### src/rtl/frame_ram_pkg.sv
// Shared definitions for the frame RAM arbiter slice.
//
// Contents:
//   FRAME_ADDR_WIDTH   - word address width of the frame RAM
//   FRAME_DATA_WIDTH   - word width of the frame RAM
//   FRAME_MAX_ADDR     - highest legal word address (one 360x360 frame)
//   FRAME_STARVE_LIMIT - default read-run length before the writer is forced in
//   arb_state_t        - arbiter state: what was granted in the previous cycle
package frame_ram_pkg;

  localparam int FRAME_ADDR_WIDTH   = 17;
  localparam int FRAME_DATA_WIDTH   = 32;
  localparam int FRAME_MAX_ADDR     = 129599;
  localparam int FRAME_STARVE_LIMIT = 8;

  typedef enum logic [1:0] {
    IDLE = 2'd0,  // nothing granted last cycle
    RD   = 2'd1,  // read granted last cycle
    WR   = 2'd2   // write granted last cycle
  } arb_state_t;

endpackage

### src/rtl/frame_arb_read_pipe.sv
// Read return path of the frame RAM arbiter.
//
// A read granted in cycle N has its address on the RAM in cycle N+1; the RAM
// word is captured at the end of N+1 and presented, with a one-cycle
// rd_valid pulse, in cycle N+2. Reset discards anything in flight.
//
// Ports:
//   clk       in   system clock
//   rst       in   asynchronous active-low reset
//   rd_fire   in   read granted this cycle
//   ram_rdata in   RAM read word for the address issued last cycle
//   rd_valid  out  rd_data valid, single-cycle pulse
//   rd_data   out  registered read word
module frame_arb_read_pipe
  import frame_ram_pkg::*;
#(
  parameter int DATA_WIDTH = FRAME_DATA_WIDTH
) (
  input  logic                  clk,
  input  logic                  rst,
  input  logic                  rd_fire,
  input  logic [DATA_WIDTH-1:0] ram_rdata,
  output logic                  rd_valid,
  output logic [DATA_WIDTH-1:0] rd_data
);

  // Stage 1: the RAM address for this read is on the bus this cycle.
  logic issued;

  // NOTE: sequential state uses non-blocking assignments so every register
  // samples the values from before the edge, independent of statement order.
  always_ff @(posedge clk or negedge rst) begin
    if (!rst) begin
      issued   <= 1'b0;
      rd_valid <= 1'b0;
      rd_data  <= '0;
    end else begin
      issued   <= rd_fire;
      rd_valid <= issued;
      if (issued) rd_data <= ram_rdata;
    end
  end

endmodule

### src/rtl/frame_ram_arbiter.sv
// Single-port frame RAM arbiter: VGA reader vs. serial pixel writer.
//
// The reader has fixed priority so scan-out never stalls; the writer takes
// idle slots. Grants are combinational; all RAM-side outputs are registered.
// Read data returns two cycles after the grant; reads pipeline at one word
// per cycle. Out-of-range read addresses are clamped to MAX_ADDR; out-of-range
// writes are dropped and flagged on wr_err one cycle after the grant.
//
// Configuration macro FRAME_ARB_STARVE_GUARD_EN: when defined, a counter of
// consecutive read grants taken while the writer waits forces a write slot
// once it reaches STARVE_LIMIT. When undefined the reader has strict priority.
//
// Ports:
//   clk, rst                   clock, asynchronous active-low reset
//   rd_req, rd_addr            reader request / address
//   rd_gnt                     read accepted this cycle
//   rd_valid, rd_data          read return, two cycles after rd_gnt
//   wr_req, wr_addr, wr_data   writer request / address / word
//   wr_gnt                     write accepted this cycle
//   wr_err                     pulse: accepted write was out of range, dropped
//   ram_addr, ram_we, ram_wdata  registered RAM port
//   ram_rdata                  RAM read word, valid the cycle after ram_addr
module frame_ram_arbiter
  import frame_ram_pkg::*;
#(
  parameter int DATA_WIDTH   = FRAME_DATA_WIDTH,
  parameter int ADDR_WIDTH   = FRAME_ADDR_WIDTH,
  parameter int MAX_ADDR     = FRAME_MAX_ADDR,
  parameter int STARVE_LIMIT = FRAME_STARVE_LIMIT
) (
  input  logic                  clk,
  input  logic                  rst,
  input  logic                  rd_req,
  input  logic [ADDR_WIDTH-1:0] rd_addr,
  output logic                  rd_gnt,
  output logic                  rd_valid,
  output logic [DATA_WIDTH-1:0] rd_data,
  input  logic                  wr_req,
  input  logic [ADDR_WIDTH-1:0] wr_addr,
  input  logic [DATA_WIDTH-1:0] wr_data,
  output logic                  wr_gnt,
  output logic                  wr_err,
  output logic [ADDR_WIDTH-1:0] ram_addr,
  output logic                  ram_we,
  output logic [DATA_WIDTH-1:0] ram_wdata,
  input  logic [DATA_WIDTH-1:0] ram_rdata
);

  localparam logic [ADDR_WIDTH-1:0] MAX_A = ADDR_WIDTH'(MAX_ADDR);

  arb_state_t            state, next_state;
  logic                  force_wr;
  logic                  wr_in_range;
  logic [ADDR_WIDTH-1:0] rd_addr_clamped;

  assign wr_in_range     = (wr_addr <= MAX_A);
  assign rd_addr_clamped = (rd_addr > MAX_A) ? MAX_A : rd_addr;

`ifdef FRAME_ARB_STARVE_GUARD_EN
  localparam int CNT_W = $clog2(STARVE_LIMIT + 1);
  localparam logic [CNT_W-1:0] LIMIT = CNT_W'(STARVE_LIMIT);

  // Read grants taken back-to-back while the writer is waiting.
  logic [CNT_W-1:0] starve_cnt;

  always_ff @(posedge clk or negedge rst) begin
    if (!rst) begin
      starve_cnt <= '0;
    end else if (wr_gnt || !wr_req) begin
      starve_cnt <= '0;
    end else if (rd_gnt && (starve_cnt != LIMIT)) begin
      starve_cnt <= starve_cnt + 1'b1;
    end
  end

  assign force_wr = wr_req && (starve_cnt == LIMIT);
`else
  assign force_wr = 1'b0;
`endif

  // Grants are held low during reset so neither requester sees a phantom
  // handshake while the RAM-side registers are cleared.
  // NOTE: every always_comb output is assigned a default first so no path
  // leaves it unassigned, which would infer a latch.
  always_comb begin
    rd_gnt = 1'b0;
    wr_gnt = 1'b0;
    if (rst) begin
      rd_gnt = rd_req && !force_wr;
      wr_gnt = wr_req && (!rd_req || force_wr);
    end
  end

  // State records what was granted in the previous cycle.
  always_ff @(posedge clk or negedge rst) begin
    if (!rst) state <= IDLE;
    else      state <= next_state;
  end

  always_comb begin
    next_state = IDLE;
    if (rd_gnt)      next_state = RD;
    else if (wr_gnt) next_state = WR;
  end

  // RAM port registers. On an idle cycle the address holds and only the
  // write enable drops; an out-of-range write leaves address and data alone.
  always_ff @(posedge clk or negedge rst) begin
    if (!rst) begin
      ram_we    <= 1'b0;
      ram_addr  <= '0;
      ram_wdata <= '0;
    end else if (rd_gnt) begin
      ram_we   <= 1'b0;
      ram_addr <= rd_addr_clamped;
    end else if (wr_gnt) begin
      ram_we <= wr_in_range;
      if (wr_in_range) begin
        ram_addr  <= wr_addr;
        ram_wdata <= wr_data;
      end
    end else begin
      ram_we <= 1'b0;
    end
  end

  // A write granted last cycle that did not raise ram_we was out of range.
  assign wr_err = (state == WR) && !ram_we;

  frame_arb_read_pipe #(
    .DATA_WIDTH (DATA_WIDTH)
  ) u_read_pipe (
    .clk       (clk),
    .rst       (rst),
    .rd_fire   (rd_gnt),
    .ram_rdata (ram_rdata),
    .rd_valid  (rd_valid),
    .rd_data   (rd_data)
  );

endmodule

### config.mk
export PLATFORM = sky130hd
export DESIGN_NAME = frame_ram_arbiter
export DESIGN_NICKNAME = d
export VERILOG_FILES = /design/src/rtl/frame_ram_pkg.sv /design/src/rtl/frame_arb_read_pipe.sv /design/src/rtl/frame_ram_arbiter.sv
export SDC_FILE = /design/constraint.sdc
export NUM_CORES = 1
export LEC_CHECK = 0
export ABC_AREA = 1
export BUFFER_PORTS_ARGS = -buffer_cell sky130_fd_sc_hd__buf_2
export CORE_MARGIN = 2
export CORE_UTILIZATION = 47
export CTS_BUF_LIST = sky130_fd_sc_hd__clkbuf_2 sky130_fd_sc_hd__clkbuf_4 sky130_fd_sc_hd__clkbuf_8
export DETAILED_ROUTE_END_ITERATION = 7
export PLACE_DENSITY = 0.92
export SLEW_MARGIN = 10
export SYNTH_ARGS = -nofsm -noshare
export SYNTH_HDL_FRONTEND = slang
export SYNTH_SLANG_ARGS = --single-unit
### constraint.sdc
create_clock -name clk -period 1.6 [get_ports clk]
set_clock_uncertainty 0.05 [all_clocks]
set_input_delay 0.08 -clock clk [delete_from_list [all_inputs] [get_ports clk]]
set_output_delay 0.08 -clock clk [all_outputs]
set_load 0.01 [all_outputs]
# After elaboration in Yosys (flattened, before gate mapping)
# Index checks and enable logic that the tools add are counted.
[word_totals] regBits=86 in_bits=102 output_inout_bits=86
[classes] order_cmp=2 n_eq_ne=1 mux=10 n_bitwise=1 n_reduce_logical=8
[ops] op="$mux 17" n=4
[ops] op="$gt 17x17->1 const B" n=1
[ops] op="$le 17x17->1 const B" n=1
[ops] op="$mux 1" n=4
[ops] op="$mux 2" n=2
[ops] op="$reduce_bool 2->1" n=2
[ops] op="$reduce_and 3->1" n=1
[ops] op="$eq 2x2->1 const B" n=1
[ops] op="$logic_and 1x1->1" n=2
[ops] op="$logic_not 1->1" n=2
[ops] op="$reduce_and 2->1" n=1
[ops] op="$not 1->1" n=1

# Depth between registers and ports, before layout
[logic_depth] depth_word=5 ltp_mapped=9 depth_no_buf=9

# Hierarchy
# A second synthesis with hierarchy kept.
[unflattened] hier_cells=440 hier_area_um2=3766.1
[by_module_without_submodules] mod="frame_ram_arbiter" n_inst=1 cells_per_inst=302 area_each_um2=2423.6
[by_module_without_submodules] mod="frame_arb_read_pipe" n_inst=1 cells_per_inst=138 area_each_um2=1342.5

# Worst setup path after synthesis
# Ideal clock, no wire load.
[synth_timing] kind="flip-flop to flip-flop" from="reg, netlist name state[0]" to="reg u_read_pipe.rd_data[0]" setup_time_ns=0.125 arrival_time_ns=1.082 required_ns=1.425 slack_ns=0.344 path_stages_with_launch=4 period_less_slack_ns=1.256 path_cell_list="dfrtp_1 > clkbuf_1 > buf_2 > mux2_2"
[synth_rtl] item="end signal, assigned" line="frame_arb_read_pipe.sv:40" source="if (issued) rd_data <= ram_rdata;"
[synth_rtl] item="end, declared" line="frame_arb_read_pipe.sv:24" source="output logic [DATA_WIDTH-1:0] rd_data"

# Worst setup path in the final report
[layout_timing] from="in wr_addr[15]" to="reg ram_wdata[8]"
[layout_via] elab_chain_cells=2
[layout_rtl] item="start, declared" line="frame_ram_arbiter.sv:39" source="input logic [ADDR_WIDTH-1:0] wr_addr,"
[layout_rtl] item="$le 17x17->1" line="frame_ram_arbiter.sv:56" source="assign wr_in_range = (wr_addr <= MAX_A);"
[layout_rtl] item="$reduce_and 3->1 (no source line)"
[layout_rtl] item="end signal, assigned" line="frame_ram_arbiter.sv:120" source="ram_wdata <= wr_data;"
[layout_rtl] item="end, declared" line="frame_ram_arbiter.sv:45" source="output logic [DATA_WIDTH-1:0] ram_wdata,"
# Every way passes these cells.
# A chain may end at the register's enable or synchronous reset.

==> out/metrics.yaml <==
setup_path:
  arrival_ps: 1640
  critPathRequiredTime_ps: 1780
  path_max_fanout: 27
  crit_type: "input port to flop"
  start_kind: "input port"
  endpoint_kind: "flop"
pwr:
  peakVddDrop_uv: 498
  p_sw_share_pct: 31.1
  p_seq_share_pct: 49.8
  powerDensity_mw_per_mm2: 968
  netSwitchingPower_w: 0.00166
  p_clk_share_pct: 25.0
  leakage_nw: 3.05
  combPwrFrac_pct: 25.2
  p_int_w: 0.00369
routing:
  wl_per_cell_um: 15.4
  routed_wl_mm: 11.5
  num_vias: 3631
  drc: 0
  drtIter0Drc: 159
  vias_per_cell: 4.86
  drtPass1Iterations: 5
  final_antenna_net_count: 0
synth:
  yosys.area.top_type: "dfrtp_1"
  yosys-top-cells-count: "176 x nand2_1, 85 x dfrtp_1, 32 x mux2_2, 27 x nand3_1, 16 x nor2_1"
  syn-num-nets: 486
  synth-edff-count: 0
  synthAdderAreaFrac_pct: 0
  synth.yosys.warnings: 0
  ys_async_sr_fraction_pct: 100
  muxShareOfSynthArea_pct: 9.98
  synth_compound_area_share_pct: 0.139
  yosys.area_share.xor_xnor_pct: 0
  synth_top_area_share_pct: 58.9
  yosysUniqueCellTypes: 18
  syn_inst: 384
  synth.area.top_cells: "dfrtp_1 59%, nand2_1 18%, mux2_2 10%, nand3_1 3.7%, nor2_1 1.7%"
  synth_seq_cells: 85
  yosysMostFrequentCell: "nand2_1"
  synth_top_family_by_area: "simple AND/OR/NAND/NOR gates"
  syn_area_mm2: 0.00361
  synth-simple-area-share_pct: 26.9
  avgSynthCellArea_um2: 9.41
  yosys_most_used_dff: "dfrtp_1"
  yosysSeqAreaShare_pct: 58.9
floorplanning:
  initial_core_util_pct: 49.3
  num_rows: 31
  die-area_mm2: 0.00840
  ios: 188
  core_mm2: 0.00733
  die_width_um: 91.7
  die_h_um: 91.7
clock_tree:
  cts_sinks: 85
  htree_levels: 3
  insertion_delay_ps: 330
  clk_pin_slew_worst_paths_ps: 90
  cts-root-buf: "clkbuf_8"
  cts_buffers: 9
  cts_tree: "yes"
  clockBufferDepth: 2
  cts_setup_buffers: 0
min_path:
  hold_path.class: "input port to async pin"
placed_design:
  io_buffer_count: 187
  hpwl_mm: 7.27
  place_congestion: 0.851
finish:
  finalCoreUtilization_pct: 75.5
  syn_to_final_growth_pct: 53.2
  layout-drive-gt1-share_pct: 39.8
  nets: 743
sta:
  fin_crit_ps: 1460
  period_share_pct: 91.0
  worst_pin_slew_ps: 1040
  hold_viol_final: 16
  fmax_ghz: 0.687
  drv_slew: 0
  rsz0062_at_grt: "false"
  fin_hold_ws_ps: -2.03
  tns_ps: 0
  finalSetupViolations: 0
  max_slew_margin_pct: 31.0
status:
  status: "finished with violations"
  violations: "negative hold slack"
grt:
  grt_max_degree: 86
  grt_pass1_vias: 3718
  overflow: 0
  antenna_found_initial: 1
  grt_pass1_wl_mm: 18.1
  grtUsageTotal_pct: 27.6
flow_run:
  timing.max_cap.violations: 0
## worst paths after layout
| kind | startpoint | end | slack, ps | depth (start not counted) |
|---|---|---|---|---|
| max in group asynchronous | rst | ram_addr[2]$_DFFE_PN0P_ | 840 | 2 |
| worst max-delay path | wr_addr[15] | ram_wdata[8]$_DFFE_PN0P_ | 140 | 10 |
| worst min register to register | ram_wdata[15]$_DFFE_PN0P_ | ram_wdata[15]$_DFFE_PN0P_ | 440 | 2 |
| min in group clk | wr_addr[13] | ram_addr[13]$_DFFE_PN0P_ | 10 | 5 |
| worst min-delay path | rst | u_read_pipe.rd_data[7]$_DFFE_PN0P_ | -2 | 2 |
| worst max register to register | state[0]$_DFF_PN0_ | u_read_pipe.rd_data[10]$_DFFE_PN0P_ | 470 | 2 |
## per-layer routing
metal	GRT usage, %	vias up	wire length (um)
li1	-	1712	-
met1	31.4	1688	4400
met2	47.4	187	5820
met3	6.90	44	769
met4	15.2	0	541
met5	0	-	0
## metrics by stage
step	worst slack (ps)	cells	area (um^2)	hold slack (ps)	power (W)
floorplan	344	384	3610	-266	0.00324
global placement	310	659	4650	223	0.00382
detailed placement	294	659	4650	228	0.00388
CTS	126	745	5520	2.77	0.00533
global route	42.8	746	5530	18.9	0.00563
finish	144	747	5530	-2.03	0.00536
## layout by cell type (no fill, tap or decap), drive strengths merged
| cell | count |
|---|---|
| buf | 193 |
| nand2 | 178 |
| dfrtp | 85 |
| dlygate4sd3 | 70 |
| mux2 | 32 |
| nand3 | 30 |
| nor2 | 17 |
| inv | 16 |
| clkbuf | 9 |
| or2 | 7 |
| clkinv | 4 |
| diode | 2 |
| nand3b | 2 |
| nor3b | 1 |
| o21ai | 1 |
| clkinvlp | 1 |
## timing repair
action | 4_1_cts | 5_1_grt
setup endpoints to repair | 0 | 5
gates resized for setup | 0 | 2
endpoints found under the hold margin | 68 | 0
hold buffers | 70 | 0
## power by group through the flow
stage	clock network (W)	logic (W)	registers, W
2_1_floorplan	0	0.000415	0.00282
3_3_place_gp	0	0.00115	0.00267
3_5_place_dp	0	0.00119	0.00269
5_1_grt	0.00146	0.00147	0.00270
6_report	0.00134	0.00135	0.00267
4_1_cts	0.00136	0.00132	0.00265
## state kept, by name, summed over array words and instances, names as in the netlist
register              cells
ram_addr                 17
ram_wdata                32
ram_we                    1
state                     2
u_read_pipe.rd_data      32
u_read_pipe.rd_valid      1
## final cells by class
cell class	count	area [um^2]
clock inverters	7	48.8
diodes	2	5.00
well taps	99	124
multi-input cells	268	1340
flip-flops and latches	85	2130
fillers	459	1800
clock buffers	9	124
repair buffers	263	1710
inverters	14	52.6
## cell families after synthesis
| kind of cell | count (synthesis) |
|---|---|
| and+or+nand+nor | 235 |
| muxes | 32 |
| DFF | 85 |
| AOI/OAI and AO/OA | 1 |
| buffers and inverters | 31 |
## critical path, stage by stage
cell and delay [ps]:
dlygate4sd3_1 530, buf_2 120, nand2_1 50, nor2_1 130, nand3_1 100, nand3_2 170
inv_2 120, buf_12 180, nand2_1 90, nand2_1 60
No activity file was read; power rests on OpenSTA's default activity.
